**src/rtl/md_protocol_monitor.sv**
```systemverilog
// Multi-channel MD valid/ready protocol monitor: per-channel handshake, stability, err,
// alignment and stall-timeout checks with sticky flags, first-violation capture and counters.
module md_protocol_monitor #(
    parameter int unsigned ALGN_DATA_WIDTH = 32,
    parameter int unsigned BUS_BYTES       = ALGN_DATA_WIDTH / 8,
    parameter int unsigned OFFSET_W        = (BUS_BYTES > 1) ? $clog2(BUS_BYTES) : 1,
    parameter int unsigned SIZE_W          = $clog2(BUS_BYTES) + 1,
    parameter int unsigned NUM_CH          = 2,
    parameter int unsigned TIMEOUT_W       = 8,
    parameter int unsigned CNT_W           = 16,
    parameter int unsigned CH_W            = (NUM_CH > 1) ? $clog2(NUM_CH) : 1
) (
    input  logic                                clk,
    input  logic                                reset_n,
    input  logic [NUM_CH-1:0]                   md_valid,
    input  logic [NUM_CH-1:0]                   md_ready,
    input  logic [NUM_CH-1:0]                   md_err,
    input  logic [NUM_CH*ALGN_DATA_WIDTH-1:0]   md_data,
    input  logic [NUM_CH*OFFSET_W-1:0]          md_offset,
    input  logic [NUM_CH*SIZE_W-1:0]            md_size,
    input  logic [TIMEOUT_W-1:0]                cfg_timeout,
    input  logic                                clr,
    output logic [NUM_CH-1:0]                   viol_drop,
    output logic [NUM_CH-1:0]                   viol_stable,
    output logic [NUM_CH-1:0]                   viol_err,
    output logic [NUM_CH-1:0]                   viol_align,
    output logic [NUM_CH-1:0]                   viol_timeout,
    output logic                                first_vld,
    output logic [CH_W-1:0]                     first_ch,
    output logic [2:0]                          first_code,
    output logic                                irq,
    output logic [NUM_CH*CNT_W-1:0]             xfer_cnt
);

    typedef enum logic {StIdle, StWait} state_e;

    // Bit index of each violation equals its reported code.
    logic [NUM_CH-1:0][4:0] viol_now;
    logic [NUM_CH-1:0][4:0] flag_all;

    for (genvar c = 0; c < NUM_CH; c++) begin : g_ch
        logic                       v, r, e;
        logic [ALGN_DATA_WIDTH-1:0] data, data_q, data_d;
        logic [OFFSET_W-1:0]        off, off_q, off_d;
        logic [SIZE_W-1:0]          size, size_q, size_d;
        logic [TIMEOUT_W-1:0]       stall_cnt_q, stall_cnt_d;
        logic                       fired_q, fired_d;
        state_e                     state_q, state_d;
        logic                       drop, stable, err, align, tmo;
        logic [SIZE_W:0]            end_pos;
        logic [4:0]                 flag_q;
        logic [CNT_W-1:0]           xcnt_q;

        assign v    = md_valid[c];
        assign r    = md_ready[c];
        assign e    = md_err[c];
        assign data = md_data[c*ALGN_DATA_WIDTH +: ALGN_DATA_WIDTH];
        assign off  = md_offset[c*OFFSET_W +: OFFSET_W];
        assign size = md_size[c*SIZE_W +: SIZE_W];

        always_comb begin
            state_d     = state_q;
            data_d      = data_q;
            off_d       = off_q;
            size_d      = size_q;
            stall_cnt_d = stall_cnt_q;
            fired_d     = fired_q;
            drop        = 1'b0;
            stable      = 1'b0;
            tmo         = 1'b0;
            unique case (state_q)
                StIdle: begin
                    if (v && !r) begin
                        data_d      = data;
                        off_d       = off;
                        size_d      = size;
                        stall_cnt_d = TIMEOUT_W'(1);
                        state_d     = StWait;
                    end
                end
                StWait: begin
                    if (cfg_timeout != '0 && stall_cnt_q == cfg_timeout && !fired_q) begin
                        tmo     = 1'b1;
                        fired_d = 1'b1;
                    end
                    if (!v) begin
                        drop    = 1'b1;
                        state_d = StIdle;
                    end else if (data != data_q || off != off_q || size != size_q) begin
                        stable = 1'b1;
                    end else if (r) begin
                        state_d = StIdle;
                    end else if (stall_cnt_q != '1) begin
                        stall_cnt_d = stall_cnt_q + 1'b1;
                    end
                    if (state_d == StIdle) fired_d = 1'b0;
                end
            endcase
        end

        assign end_pos = (SIZE_W+1)'(off) + (SIZE_W+1)'(size);
        assign err     = e && !(v && r);
        assign align   = v && (size == '0 || end_pos > (SIZE_W+1)'(BUS_BYTES));
        assign viol_now[c] = {tmo, align, err, stable, drop};

        always_ff @(posedge clk or negedge reset_n) begin
            if (!reset_n) begin
                state_q     <= StIdle;
                data_q      <= '0;
                off_q       <= '0;
                size_q      <= '0;
                stall_cnt_q <= '0;
                fired_q     <= 1'b0;
                flag_q      <= '0;
                xcnt_q      <= '0;
            end else begin
                state_q     <= state_d;
                data_q      <= data_d;
                off_q       <= off_d;
                size_q      <= size_d;
                stall_cnt_q <= stall_cnt_d;
                fired_q     <= fired_d;
                flag_q      <= clr ? viol_now[c] : (flag_q | viol_now[c]);
                // A transfer coinciding with clr restarts the count at one.
                if (v && r) begin
                    if (clr)                 xcnt_q <= CNT_W'(1);
                    else if (xcnt_q != '1)   xcnt_q <= xcnt_q + 1'b1;
                end else if (clr) begin
                    xcnt_q <= '0;
                end
            end
        end

        assign flag_all[c]                    = flag_q;
        assign viol_drop[c]                   = flag_q[0];
        assign viol_stable[c]                 = flag_q[1];
        assign viol_err[c]                    = flag_q[2];
        assign viol_align[c]                  = flag_q[3];
        assign viol_timeout[c]                = flag_q[4];
        assign xfer_cnt[c*CNT_W +: CNT_W]     = xcnt_q;
    end

    logic            hit;
    logic [CH_W-1:0] hit_ch;
    logic [2:0]      hit_code;

    // Scan downwards so the lowest channel and lowest code overwrite last.
    always_comb begin
        hit      = 1'b0;
        hit_ch   = '0;
        hit_code = '0;
        for (int c = NUM_CH - 1; c >= 0; c--) begin
            if (|viol_now[c]) begin
                hit    = 1'b1;
                hit_ch = CH_W'(c);
                for (int k = 4; k >= 0; k--) begin
                    if (viol_now[c][k]) hit_code = 3'(k);
                end
            end
        end
    end

    always_ff @(posedge clk or negedge reset_n) begin
        if (!reset_n) begin
            first_vld  <= 1'b0;
            first_ch   <= '0;
            first_code <= '0;
            irq        <= 1'b0;
        end else begin
            if ((clr || !first_vld) && hit) begin
                first_vld  <= 1'b1;
                first_ch   <= hit_ch;
                first_code <= hit_code;
            end else if (clr) begin
                first_vld  <= 1'b0;
                first_ch   <= '0;
                first_code <= '0;
            end
            irq <= |flag_all;
        end
    end

endmodule

```
**config.mk**
```make
export PLATFORM = sky130hd
export DESIGN_NAME = md_protocol_monitor
export DESIGN_NICKNAME = d
export VERILOG_FILES = /design/src/rtl/md_protocol_monitor.sv
export SDC_FILE = /design/constraint.sdc
export NUM_CORES = 1
export LEC_CHECK = 0
export CAP_MARGIN = 20
export CORE_MARGIN = 3
export CORE_UTILIZATION = 48
export CTS_BUF_LIST = sky130_fd_sc_hd__clkbuf_4 sky130_fd_sc_hd__clkbuf_8 sky130_fd_sc_hd__clkbuf_16
export CTS_CLUSTER_DIAMETER = 150
export DETAILED_ROUTE_END_ITERATION = 12
export PLACE_DENSITY = 0.8
export SLEW_MARGIN = 20
export SYNTH_ARGS = -nofsm -noshare
export SYNTH_HDL_FRONTEND = slang
export SYNTH_SLANG_ARGS = --single-unit
```
**constraint.sdc**
```tcl
create_clock -name clk -period 2.45 [get_ports clk]
set_input_delay 0.49 -clock clk [delete_from_list [all_inputs] [get_ports clk]]
set_output_delay 0.49 -clock clk [all_outputs]
set_load 0.1 [all_outputs]
```
==> After elaboration in Yosys (flattened, before gate mapping) <==
Cells that the tools add are included.
{ "totals": {"regBits": 142, "output_inout_bits": 48, "wordCells": 173} }
{ "classes": {"n_addsub": 6, "n_lt_le_gt_ge": 2, "eq_ne": 24, "n_mux": 71, "n_bitwise": 4, "reduce_logical": 46} }
{ "ops": {"columns": ["cell", "count"], "rows": [
  ["2-to-1 mux 16 bit", 7],
  ["2-to-1 mux 8 bit", 10],
  ["inequality test 32 bit", 2],
  ["2-to-1 mux 3 bit", 14],
  ["2-to-1 mux 1 bit", 34],
  ["adder 16 x 1 -> 16 bit, second input constant", 2],
  ["inequality test 16 bit, second input constant", 2],
  ["case mux 8 bit (2 select lines)", 2],
  ["inequality test 2 bit, second input constant", 10],
  ["adder 8 x 1 -> 8 bit, second input constant", 2],
  ["== test 8 bit", 2],
  ["inequality test 8 bit, second input constant", 2],
  ["logical AND 1 bit", 13],
  ["AND reduction 2 bit", 6],
  ["2-to-1 mux 5 bit", 2],
  ["OR 5 bit", 2],
  ["AND reduction 5 bit", 2],
  ["nonzero test 2 bit", 5],
  ["OR reduction 10 bit", 1],
  ["OR reduction 5 bit", 2],
  ["adder 2 x 3 -> 4 bit", 2],
  ["greater-than comparator 4 x 3 -> 1 bit, second input constant", 2],
  ["nonzero test 8 bit", 1],
  ["zero test 1 bit", 7],
  ["7 further kinds", 19]
]} }

==> Depth between registers and ports, before layout <==
{ "logic_depth": {"depth_word": 18, "mapped_depth": 10, "ltp_nobuf": 10} }

==> Least setup slack after synthesis <==
No wires, ideal clock.
{ "synth_path": {"path_kind": "input to register", "startpoint": "input md_offset[0]", "endpoint": "register first_code[1]", "setup_time_ns": 0.125, "t_arrival_ns": 2.559, "required_ns": 2.325, "path_slack_ns": -0.234, "stages": 10, "n_path_buf": 0, "path_cell_list": "ha_1 > inv_1 > fa_1 > nand2b_1 > a21oi_1 > o21ai_0 > a21o_1 > a211o_4 > o32ai_4 > mux2_4"} }
{ "synth_via": {"elab_chain_len": 10, "word_cells_on_any_way": 20, "cone_classes": "add/sub (1); order compare (1); eq/ne (1); mux (10); reduce/logical (7)"} }
{ "synth_lines": {"columns": ["item", "line_no", "source"], "rows": [
  ["start: declaration", "19", "input logic [NUM_CH*OFFSET_W-1:0] md_offset,"],
  ["adder 2 x 3 -> 4 bit / inequality test 2 bit (equally long branches)", "101, 89", null],
  ["greater-than comparator 4 x 3 -> 1 bit / logical OR 1 bit (equally long branches)", "103, 89", null],
  ["logical OR 1 bit, on equally long branches", "103, 89", null],
  ["logical AND 1 bit / 2-to-1 mux 1 bit (equally long branches)", "103, 89", null],
  ["2-to-1 mux 3 bit / 2-to-1 mux 1 bit (equally long branches)", "157, 86", null],
  ["2-to-1 mux 3 bit / 2-to-1 mux 1 bit (equally long branches)", "157, 71", null],
  ["2-to-1 mux 3 bit / OR reduction 5 bit (equally long branches)", "157, 153", null],
  ["2-to-1 mux 3 bit / 2-to-1 mux 1 bit (equally long branches)", "157, 153", null],
  ["2-to-1 mux 3 bit / logical AND 1 bit (equally long branches)", "153, 170", null],
  ["2-to-1 mux 3 bit / nonzero test 2 bit (equally long branches)", null, null],
  ["end signal: assignment", "173", "first_code <= hit_code;"],
  ["end: declaration", "30", "output logic [2:0] first_code,"]
]} }
Parallel ways exist; a longest one is shown, timed or not.
A chain may end at the register's enable or synchronous reset.

==> Final worst setup path <==
{ "layout_path": {"startpoint": "input md_data[25]", "endpoint": "register first_code[1]"} }
{ "layout_via": {"elab_chain_len": 10, "word_cells_on_any_way": 14, "cone_classes": "eq/ne (1); mux (8); reduce/logical (5)"} }
{ "layout_lines": {"columns": ["item", "line_no", "source"], "rows": [
  ["start: declaration", "18", "input logic [NUM_CH*ALGN_DATA_WIDTH-1:0] md_data,"],
  ["inequality test 32 bit *", "89", "end else if (data != data_q || off != off_q || size != size_q) begin"],
  ["logical OR 1 bit * (2 in a row)", "89", null],
  ["2-to-1 mux 1 bit *", "89", null],
  ["2-to-1 mux 1 bit *", "86", "if (!v) begin"],
  ["2-to-1 mux 1 bit *", "71", "unique case (state_q)"],
  ["OR reduction 5 bit / 2-to-1 mux 3 bit (equally long branches)", "153, 157", null],
  ["2-to-1 mux 1 bit / 2-to-1 mux 3 bit (equally long branches)", "153, 157", null],
  ["logical AND 1 bit / 2-to-1 mux 3 bit (equally long branches)", "170, 153", null],
  ["2-to-1 mux 3 bit / nonzero test 2 bit (equally long branches)", null, null]
]} }
Mark *: on every way between the ends. The rest lies on a longest branch, timed or not.

==> results.ini <==
[final_layout]
antenna_cells = 0
area_delta_synth_final_pct = 37.2
final_util_pct = 68.6
finalNetCount = 1064
drive_above_1_share_pct = 24.8

[die]
dieArea_um2 = 17000
die_height_um = 130
initial_core_util_pct = 50.0
pin_count = 139
design.core.area_um2 = 14900
row_count = 44
dieWidth_um = 130

[synthesis]
synth_flop_cell = dfrtp_1
synth_edf_count = 0
ys_seq_elements = 142
syn_area_um2 = 7440
synth_top_area_share_pct = 47.8
synth.avg_cell_area_um2 = 9.80
async_reset_ff_share_pct = 100
synth.yosys.seq_area_share_pct = 47.8
synth_cells = 759
yosys_warnings = 0
synth_area_leaders = dfrtp_1 48%, xor2_1 12%, nand2_1 7.5%
synth_cell_types = 56
synth_commonest_cells = 149 x nand2_1, 142 x dfrtp_1, 100 x xor2_1
synthesis.nets = 860
synth_area_leader_cell = dfrtp_1
yosysMostFrequentCell = nand2_1

[sta]
fmax_mhz = 381
rsz0062_at_grt = true
whs_ns = 0.0140
fin_ws_ns = -0.172
tightest_slew_ns = 0.525
hold_violations = 0
drv_slew = 0
relSlewSlack_pct = 65.0
min_period_ns = 2.62
setup_viol = 3
setup_tns_ns = -0.456
skew_ns = 0.00713
fin_crit_sh_pct = 107

[clock_tree]
clk_latency_ns = 0.42
clkTransAtPathRegs_ns = 0.06
clockBufferDepth = 2
root_buffer = clkbuf_16
clock-sinks = 142
cts_tree = done
numCtsBuffers = 17
cts_max_level = 4

[power_and_ir_drop]
p_per_area_nw_per_um2 = 699
total_power_uw = 7130
p_leak_uw = 0.00474
ir_drop_mv = 0.504

[detailed_routing]
dr.pass1.iters = 4
drc = 0
wirelength_mm = 18.3
via_per_inst = 5.37
wl_per_cell_um = 15.8
drt-initial-drc-count = 347
vias = 6230
ant_nets = 0

[setup_path]
crit_type = in2reg
start_kind = input pin
worstPathMaxFanout = 2
ff2ff_path_depth = 8
endpoint_kind = flop
cp.arrival_ns = 2.93
critPathRequiredTime_ns = 2.76

[placed_design]
dp_hpwl_mm = 13.2
gp_congestion = 0.837
io_buffer_count = 138

[global_routing]
grt_pass1_vias = 6012
grt_usage_pct = 21.8
grt_overflow = 0
grt_max_degree = 55
grt_pass1_wl_mm = 29.3
antenna_found_initial = 0

[worst_hold_path]
hp-class = in2async

[run_status]
outcome = finished, violations left
violations = negative setup slack

[flow_run]
maxCapViolCount = 0

[final timing paths]
check	start	end	slack [ns]
worst max-delay path	md_data[25]	first_code[1]$_DFFE_PN0P_	-0.17
worst min-delay path	reset_n	g_ch[1].data_q[25]$_DFFE_PN0P_	0.01
worst max register to register	g_ch[0].data_q[13]$_DFFE_PN0P_	first_code[1]$_DFFE_PN0P_	-0.12
worst min register to register	g_ch[1].data_q[22]$_DFFE_PN0P_	g_ch[1].data_q[22]$_DFFE_PN0P_	0.49
max in group asynchronous	reset_n	g_ch[1].data_q[18]$_DFFE_PN0P_	1.78
min in group clk	md_data[27]	g_ch[0].data_q[27]$_DFFE_PN0P_	0.36
[logic make-up (layout without fill, tap and decap cells)]
| kind of cell | after synthesis | in the layout | synth area share, % |
|---|---|---|---|
| simple gates | 306 | 306 | 19.2 |
| flops | 142 | 142 | 47.8 |
| xor+xnor | 116 | 116 | 13.7 |
| compound gates | 93 | 93 | 8.73 |
| buf+inv | 51 | 268 | 2.57 |
| mux | 41 | 41 | 6.21 |
| fa+ha+maj | 10 | 10 | 1.88 |
[stage by stage]
stage	instances	area (um^2)	setup slack, ns
after floorplan	759	7480	-0.112
after global placement	1126	9430	-0.767
after detailed placement	1126	9430	-0.788
after CTS	1160	10100	-0.223
after global routing	1160	10200	-0.189
final	1160	10200	-0.172
[report_power, final]
group / internal (uW) / switching, uW / total [uW]
Sequential: 2630 / 218 / 2850
Clock: 1920 / 969 / 2890
Combinational: 624 / 765 / 1390
[cell usage in the layout (no fill, tap or decap), drive strengths merged, types with 8 or more instances in the layout]
cell           netlist  layout
nor2                48      48
nand4               16      16
dlymetal6s2s         0       9
xor2               100     100
xnor2               16      16
o21ai               27      27
dlygate4sd2          0       8
nor3                15      15
mux2                38      38
clkbuf              19      25
a21oi               20      20
nor4                24      24
ha                   8       8
inv                 28      28
or3                  8       8
clkdlybuf4s50        0      69
dfrtp              142     142
buf                  3     118
and3                 9       9
nand2              149     149
nand3               21      21
[worst max-delay path, stage by stage]
cell             delay (ns)
clkdlybuf4s50_1        0.46
xor2_1                 0.18
nor4_1                 0.32
nand4_1                0.18
or3_4                  0.37
a211o_4                0.36
o32ai_4                0.24
mux2_4                 0.32
[registers in the layout (all words and copies together) (netlist names)]
name,flops
g_ch.data_q,64
g_ch.xcnt_q,32
g_ch.stall_cnt_q,16
g_ch.flag_q,10
g_ch.size_q,6
g_ch.off_q,4
first_code,3
g_ch.fired_q,2
g_ch.state_q,2
first_ch,1
first_vld,1
irq,1
[metal layers]
metal  wire length (um)  vias up  part of all wire, %  GRT usage [%]
met4                410        0                  2.2           7.74
met3                753       28                  4.1           3.82
li1                   -     3012                    -              -
met1               8130     3040                   44           29.3
met5                  0        -                    0              0
met2               9000      150                   49           35.8
[layout make-up]
cell class | count | area [um^2]
sequential | 142 | 3580
clock buffer | 22 | 488
fill | 1095 | 4660
multi-input combinational | 566 | 3800
clock inverter | 10 | 183
tap | 184 | 230
inverter | 29 | 109
timing repair buffer | 207 | 1810
[timing repair]
item | 4_1_cts | 5_1_grt
endpoints found under the setup margin | 11 | 16
buffers inserted | 2 | 0
hold buffers | 0 | 0
gates resized for setup | 19 | 25
pin swaps | 17 | 22
Note: power is estimated with default switching activity, not from simulation.
